<file path="config.mk">
export PLATFORM = sky130hd
export DESIGN_NAME = branch_predictor_flat
export DESIGN_NICKNAME = d
export VERILOG_FILES = /design/src/rtl/branch_predictor_pkg.sv /design/src/rtl/branch_predictor_if.sv /design/src/rtl/branch_predictor_btb.sv /design/src/rtl/branch_predictor.sv /design/src/flat_wrapper.sv
export SDC_FILE = /design/constraint.sdc
export NUM_CORES = 2
export LEC_CHECK = 0
export CORE_MARGIN = 2
export CORE_UTILIZATION = 40
export DETAILED_ROUTE_END_ITERATION = 16
export GPL_ROUTABILITY_DRIVEN = 0
export PLACE_DENSITY = 0.54
export SYNTH_ARGS = -nofsm -noshare
export SYNTH_HDL_FRONTEND = slang
export SYNTH_HIERARCHICAL = 1
export SYNTH_SLANG_ARGS = --single-unit
export TNS_END_PERCENT = 30
</file>
<file path="constraint.sdc">
create_clock -name clk -period 4.4 [get_ports clk]
set_input_delay 0.66 -clock clk [delete_from_list [all_inputs] [get_ports clk]]
set_output_delay 0.66 -clock clk [all_outputs]
set_load 0.005 [all_outputs]
</file>
<file path="src/rtl/branch_predictor_pkg.sv">
// Shared definitions for the branch predictor: opcodes, table geometry,
// PHT counter encodings and the saturating-counter update rule.
package branch_predictor_pkg;

    // Control-flow opcodes the pipeline feeds into the predictor
    localparam logic [6:0] OPC_BRANCH = 7'b1100011;
    localparam logic [6:0] OPC_JAL    = 7'b1101111;
    localparam logic [6:0] OPC_JALR   = 7'b1100111;

    localparam int BTB_IDX_BITS = 5;
    localparam int GHR_BITS     = 5;
    localparam int BTB_ENTRIES  = 1 << BTB_IDX_BITS;
    localparam int PHT_ENTRIES  = 1 << GHR_BITS;
    // Index covers pc[6:2]; the tag is everything above it
    localparam int TAG_BITS     = 32 - BTB_IDX_BITS - 2;

    typedef enum logic [1:0] {
        SNT = 2'b00,
        WNT = 2'b01,
        WT  = 2'b10,
        ST  = 2'b11
    } pht_state_t;

    localparam pht_state_t PHT_RESET = WNT;

    // Two-bit saturating counter step toward the resolved direction
    function automatic pht_state_t pht_next(input pht_state_t cur, input logic taken);
        pht_state_t nxt;
        case (cur)
            SNT:     nxt = taken ? WNT : SNT;
            WNT:     nxt = taken ? WT  : SNT;
            WT:      nxt = taken ? ST  : WNT;
            default: nxt = taken ? ST  : WT;
        endcase
        return nxt;
    endfunction

endpackage

</file>
<file path="src/rtl/branch_predictor_if.sv">
// Bundle between the pipeline (master) and the branch predictor (slave):
// IF-stage prediction, EX-stage resolution/redirect, and perf counters.
interface branch_predictor_if;
    logic [31:0] if_pc;
    logic        pred_taken;
    logic [31:0] pred_target;
    logic        upd_valid;
    logic [31:0] upd_pc;
    logic        upd_is_cond;
    logic        upd_taken;
    logic [31:0] upd_target;
    logic        upd_pred_taken;
    logic [31:0] upd_pred_target;
    logic        mispredict;
    logic [31:0] correct_pc;
    logic [31:0] branch_cnt;
    logic [31:0] mispred_cnt;

    modport master (
        output if_pc, upd_valid, upd_pc, upd_is_cond, upd_taken, upd_target,
               upd_pred_taken, upd_pred_target,
        input  pred_taken, pred_target, mispredict, correct_pc,
               branch_cnt, mispred_cnt
    );

    modport slave (
        input  if_pc, upd_valid, upd_pc, upd_is_cond, upd_taken, upd_target,
               upd_pred_taken, upd_pred_target,
        output pred_taken, pred_target, mispredict, correct_pc,
               branch_cnt, mispred_cnt
    );
endinterface

</file>
<file path="src/rtl/branch_predictor_btb.sv">
// Branch target buffer: direct-mapped, one combinational read port and one
// synchronous write port. Only valid bits are reset; payload is don't-care
// until its valid bit is set.
module btb
    import branch_predictor_pkg::*;
(
    input  logic                    clk,
    input  logic                    reset,
    input  logic [BTB_IDX_BITS-1:0] rd_idx,
    input  logic [TAG_BITS-1:0]     rd_tag,
    output logic                    rd_hit,
    output logic [31:0]             rd_target,
    output logic                    rd_is_jump,
    input  logic                    wr_en,
    input  logic [BTB_IDX_BITS-1:0] wr_idx,
    input  logic [TAG_BITS-1:0]     wr_tag,
    input  logic [31:0]             wr_target,
    input  logic                    wr_is_jump
);

    logic [BTB_ENTRIES-1:0] valid;
    logic [BTB_ENTRIES-1:0] jump_bits;
    logic [TAG_BITS-1:0]    tag_mem    [BTB_ENTRIES];
    logic [31:0]            target_mem [BTB_ENTRIES];

    // Valid bits: cleared asynchronously, set on every allocation
    always_ff @(posedge clk or negedge reset) begin
        if (!reset) begin
            valid <= '0;
        end else if (wr_en) begin
            valid[wr_idx] <= 1'b1;
        end
    end

    // Entry payload: overwritten on allocation, conflicting entries replaced
    always_ff @(posedge clk) begin
        if (wr_en) begin
            tag_mem[wr_idx]    <= wr_tag;
            target_mem[wr_idx] <= wr_target;
            jump_bits[wr_idx]  <= wr_is_jump;
        end
    end

    assign rd_hit     = valid[rd_idx] && (tag_mem[rd_idx] == rd_tag);
    assign rd_target  = target_mem[rd_idx];
    assign rd_is_jump = jump_bits[rd_idx];

endmodule

</file>
<file path="src/rtl/branch_predictor.sv">
// Gshare-style branch predictor: BTB for targets, GHR-xor-PC indexed PHT of
// two-bit counters for conditional direction, plus perf counters.
module branch_predictor
    import branch_predictor_pkg::*;
(
    input  logic               clk,
    input  logic               reset,
    branch_predictor_if.slave  bus
);

    pht_state_t                 pht [PHT_ENTRIES];
    logic [GHR_BITS-1:0]        ghr;
    logic [31:0]                branch_cnt;
    logic [31:0]                mispred_cnt;

    logic                       btb_hit;
    logic [31:0]                btb_target;
    logic                       btb_is_jump;
    logic [GHR_BITS-1:0]        rd_pht_idx;
    logic [GHR_BITS-1:0]        upd_pht_idx;
    logic                       mispredict;

    btb u_btb (
        .clk        (clk),
        .reset      (reset),
        .rd_idx     (bus.if_pc[6:2]),
        .rd_tag     (bus.if_pc[31:7]),
        .rd_hit     (btb_hit),
        .rd_target  (btb_target),
        .rd_is_jump (btb_is_jump),
        .wr_en      (bus.upd_valid && bus.upd_taken),
        .wr_idx     (bus.upd_pc[6:2]),
        .wr_tag     (bus.upd_pc[31:7]),
        .wr_target  (bus.upd_target),
        .wr_is_jump (!bus.upd_is_cond)
    );

    assign rd_pht_idx  = bus.if_pc[6:2] ^ ghr;
    assign upd_pht_idx = bus.upd_pc[6:2] ^ ghr;

    // IF prediction reads pre-update state; no bypass from the EX update
    assign bus.pred_taken  = btb_hit && (btb_is_jump || pht[rd_pht_idx][1]);
    assign bus.pred_target = btb_hit ? btb_target : bus.if_pc + 32'd4;

    // Redirect when direction differs, or a taken branch went somewhere else;
    // updates are ignored while reset is held, so no flush is raised then
    assign mispredict = reset && bus.upd_valid &&
                        ((bus.upd_taken != bus.upd_pred_taken) ||
                         (bus.upd_taken && (bus.upd_target != bus.upd_pred_target)));
    assign bus.mispredict  = mispredict;
    assign bus.correct_pc  = bus.upd_taken ? bus.upd_target : bus.upd_pc + 32'd4;
    assign bus.branch_cnt  = branch_cnt;
    assign bus.mispred_cnt = mispred_cnt;

    // Direction state: only conditional branches train the PHT and GHR
    always_ff @(posedge clk or negedge reset) begin
        if (!reset) begin
            for (int i = 0; i < PHT_ENTRIES; i++) begin
                pht[i] <= PHT_RESET;
            end
            ghr <= '0;
        end else if (bus.upd_valid && bus.upd_is_cond) begin
            pht[upd_pht_idx] <= pht_next(pht[upd_pht_idx], bus.upd_taken);
            ghr              <= {ghr[GHR_BITS-2:0], bus.upd_taken};
        end
    end

    // Saturating performance counters
    always_ff @(posedge clk or negedge reset) begin
        if (!reset) begin
            branch_cnt  <= '0;
            mispred_cnt <= '0;
        end else begin
            if (bus.upd_valid && (branch_cnt != 32'hFFFF_FFFF)) begin
                branch_cnt <= branch_cnt + 32'd1;
            end
            if (mispredict && (mispred_cnt != 32'hFFFF_FFFF)) begin
                mispred_cnt <= mispred_cnt + 32'd1;
            end
        end
    end

endmodule

</file>
<file path="src/flat_wrapper.sv">
// flat-port wrapper written by rule: the top's interface ports become plain ports
module branch_predictor_flat import branch_predictor_pkg::*;
  (clk, reset, bus_if_pc, bus_upd_valid, bus_upd_pc, bus_upd_is_cond, bus_upd_taken, bus_upd_target, bus_upd_pred_taken, bus_upd_pred_target, bus_pred_taken, bus_pred_target, bus_mispredict, bus_correct_pc, bus_branch_cnt, bus_mispred_cnt);
  branch_predictor_if bus_i ();
  input  logic clk;
  input  logic reset;
  input wire logic [$bits(bus_i.if_pc)-1:0] bus_if_pc;
  input wire logic [$bits(bus_i.upd_valid)-1:0] bus_upd_valid;
  input wire logic [$bits(bus_i.upd_pc)-1:0] bus_upd_pc;
  input wire logic [$bits(bus_i.upd_is_cond)-1:0] bus_upd_is_cond;
  input wire logic [$bits(bus_i.upd_taken)-1:0] bus_upd_taken;
  input wire logic [$bits(bus_i.upd_target)-1:0] bus_upd_target;
  input wire logic [$bits(bus_i.upd_pred_taken)-1:0] bus_upd_pred_taken;
  input wire logic [$bits(bus_i.upd_pred_target)-1:0] bus_upd_pred_target;
  output wire logic [$bits(bus_i.pred_taken)-1:0] bus_pred_taken;
  output wire logic [$bits(bus_i.pred_target)-1:0] bus_pred_target;
  output wire logic [$bits(bus_i.mispredict)-1:0] bus_mispredict;
  output wire logic [$bits(bus_i.correct_pc)-1:0] bus_correct_pc;
  output wire logic [$bits(bus_i.branch_cnt)-1:0] bus_branch_cnt;
  output wire logic [$bits(bus_i.mispred_cnt)-1:0] bus_mispred_cnt;
  assign bus_i.if_pc = bus_if_pc;
  assign bus_i.upd_valid = bus_upd_valid;
  assign bus_i.upd_pc = bus_upd_pc;
  assign bus_i.upd_is_cond = bus_upd_is_cond;
  assign bus_i.upd_taken = bus_upd_taken;
  assign bus_i.upd_target = bus_upd_target;
  assign bus_i.upd_pred_taken = bus_upd_pred_taken;
  assign bus_i.upd_pred_target = bus_upd_pred_target;
  assign bus_pred_taken = bus_i.pred_taken;
  assign bus_pred_target = bus_i.pred_target;
  assign bus_mispredict = bus_i.mispredict;
  assign bus_correct_pc = bus_i.correct_pc;
  assign bus_branch_cnt = bus_i.branch_cnt;
  assign bus_mispred_cnt = bus_i.mispred_cnt;
  branch_predictor u_core (.clk(clk), .reset(reset), .bus(bus_i));
endmodule
</file>
==> metrics.txt <==
worst r2r src u_core/ghr[0]; Synth Instances 4030; root buf cell clkbuf_16; worst reg2reg setup slack 1380 ps; nets 4900; sequential fraction of the synthesis area 0.740; Die X 454 um; row count 165; final period utilization 1.15; Crit. End Element output pin; Yosys cell types 67; initial antenna violation count 11; worst-path maximum fanout 7; htree depth 4; dpl ws -895 ps; Vias/cell 5.76; grt ovf 0; Worst path slowest cell mux4_2; FFs w/ async S/R, synth 0.0816; failing checks negative setup slack; Power, Total 42.9 mW; fmax 198 MHz; Fin. Hold Viols 0; max-slew violations 0; Post-synth top flop edfxtp_1; Post-Syn Nets 4168; Synth area leaders edfxtp_1 (69%), mux4_2 (16%), dfrtp_1 (4.1%), nand2_1 (1.5%), xnor2_1 (1.2%); share of cells above drive strength 1 0.306; FF+latch count, synth 2021; CP endpoint bus_pred_target[0]; CP required 3740 ps; Synth top cells by count edfxtp_1 (1856), mux4_2 (561), nand2_1 (329); RSZ-0062 raised after global routing yes; post-route ant nets 0; Reg clk slew, reported paths 60 ps; First-pass DRT Iterations 5; area share of the leading cell type in the synthesized netlist 0.689; Worst setup SP type register; wire length of the first global-routing pass 353000 um; EDFF count, synth 1856; Pleak 32.0 nW; Worst Setup SP u_core/u_btb/tag_mem[22][5]; CP Data Arrival Time 4390 ps; CP most frequent cell mux4_2; Mapped Avg Cell Area 20.1 sq um; Peak supply drop 370 uV; minimum clock period after layout 5050 ps; vias in the first global route 44502; WS Path Type register to output pin; I/O Pins 264; final worst slack -651 ps; Final Util 0.483; CP peak stage delay 500 ps; Worst-Skew Late Latency 850 ps; Routed WL per cell 33.5 um; die area 206000 sq um; total track usage 0.247; outcome complete, but fails checks; Worst-Margin Slew 1050 ps; initial DRC count 4861; total wire length 254000 um; final setup fails 33; CTS max path bufs 3; Slew headroom 0.301; post-DP HPWL 150000 um; vias 43777; Clock Sinks 2021; worst r2r path cells 9; largest net degree at the start of global routing 138; max-capacitance violation count 0; Chip Height 454 um; worst hold path type input port to register; Initial Util 0.401; cell with the most instances after synthesis edfxtp_1; skew final 19.5 ps; CP Cell Sequence mux4_2 -> mux4_2 -> mux2i_2 -> xor2_1 -> nand2_2 -> a211oi_4 -> nand3_2 -> nor4_4 -> buf_4 -> buf_12 -> buf_6 -> mux2_4 -> clkbuf_2; Pwr Density 440 nW/um^2; drt drc 0; port buffer count 263; Synth Warn # 6; hold_ws 248 ps; cell area after synthesis 80900 sq um; reg2reg end u_core/pht[62]; core area 202000 sq um; Area Overhead vs Synth 20.4%; Num CTS Buffers 210; largest area contributor in the synthesized netlist edfxtp_1; CTS tree built
==> critical path: cells and delay by family, from the launching register on <==
family	cells	cell delay [ps]
multiplexers	4	1460
XOR/XNOR	1	190
AND/OR/NAND/NOR	3	600
buffers and inverters	4	580
flip-flops	1	400
AO/OA/AOI/OAI	1	280
==> cell type report <==
| cell class | count | area, sq um |
|---|---|---|
| diodes | 4 | 10.0 |
| multi-input cells | 1807 | 20500 |
| well taps | 2672 | 3340 |
| clock inverters | 105 | 797 |
| repair buffers | 708 | 7290 |
| clock buffers | 273 | 5560 |
| fillers | 16643 | 104000 |
| flip-flops and latches | 2021 | 59900 |
| inverters | 14 | 65.1 |
==> power by group <==
part	internal (mW)	switching, mW	total (mW)	leakage, nW
registers	21.5	0.307	21.8	18.8
clock network	9.38	7.38	16.8	3.10
logic	1.84	2.48	4.32	10.2
==> per-layer routing <==
metal	track usage	up-vias	part of all wire
met5	0	-	0.00031
met4	0.0805	10	0.036
met3	0.0349	355	0.064
met2	0.405	1728	0.49
met1	0.341	23786	0.41
li1	-	17898	-
==> cell families (layout without fill, tap and decap cells) <==
family,Yosys count,count (layout),synth area share
AOI/OAI and AO/OA,220,220,0.0172
xor gates and xnor gates,182,182,0.0199
adders and majority gates,5,5,0.000758
buffers and inverters,202,1100,0.0117
DFF,2021,2021,0.740
muxes,666,666,0.169
other,0,4,0
and+or+nand+nor,734,734,0.0407
==> worst min path at each step <==
stage	from	to	slack (ps)	cells after the start
finish	bus_upd_target[25]	u_core/u_btb/target_mem[26][25]	250	1
global route	bus_upd_target[25]	u_core/u_btb/target_mem[26][25]	210	1
floorplan	reset	u_core/bus.branch_cnt[0]	360	0
detailed placement	u_core/u_btb/valid[18]	u_core/u_btb/valid[18]	450	1
CTS	bus_upd_target[25]	u_core/u_btb/target_mem[26][25]	200	1
global placement	u_core/u_btb/valid[2]	u_core/u_btb/valid[2]	440	1
==> per-stage QoR <==
step,std cells,TNS (ps),instance area (sq um)
2_1_floorplan,4030,-551010,80900
3_3_place_gp,7210,-27190,90900
3_5_place_dp,7210,-27900,90900
4_1_cts,7589,-19590,97200
5_1_grt,7600,-21770,97400
6_report,7604,-17610,97400
==> state kept, by name, indices dropped and copies added, names as in the netlist <==
register	cells
u_core/u_btb/target_mem	1024
u_core/u_btb/tag_mem	800
u_core/ghr	5
u_core/bus.mispred_cnt	32
u_core/pht	64
u_core/bus.branch_cnt	32
u_core/u_btb/jump_bits	32
u_core/u_btb/valid	32
==> repair_timing <==
item,in CTS,in global routing
setup endpoints to repair,37,38
pin swaps,0,8
hold buffers,1,0
setup buffers,0,8
gates cloned,0,5
endpoints found under the hold margin,25,0
resized for setup,88,124
==> layout by cell type (no fill, tap or decap), types with 20 or more instances in the layout <==
cell type           n
nand3_1            50
a21oi_1            43
o21ai_0            51
dfrtp_1           133
xor2_1             66
buf_2              35
mux4_2            561
o21ai_1            29
and3_1             27
nor2_4             32
edfxtp_1         1856
clkbuf_1           60
or2_2              33
buf_12            109
nor3_1             20
xnor2_1           114
clkinv_2           31
dfstp_2            32
mux2i_1            84
nand4_1            44
o21ai_2            28
nor2_1            139
clkinv_1           48
clkdlybuf4s50_1   213
nand2_1           315
clkbuf_16         217
buf_4             319
(Power assumes the default switching activity.)
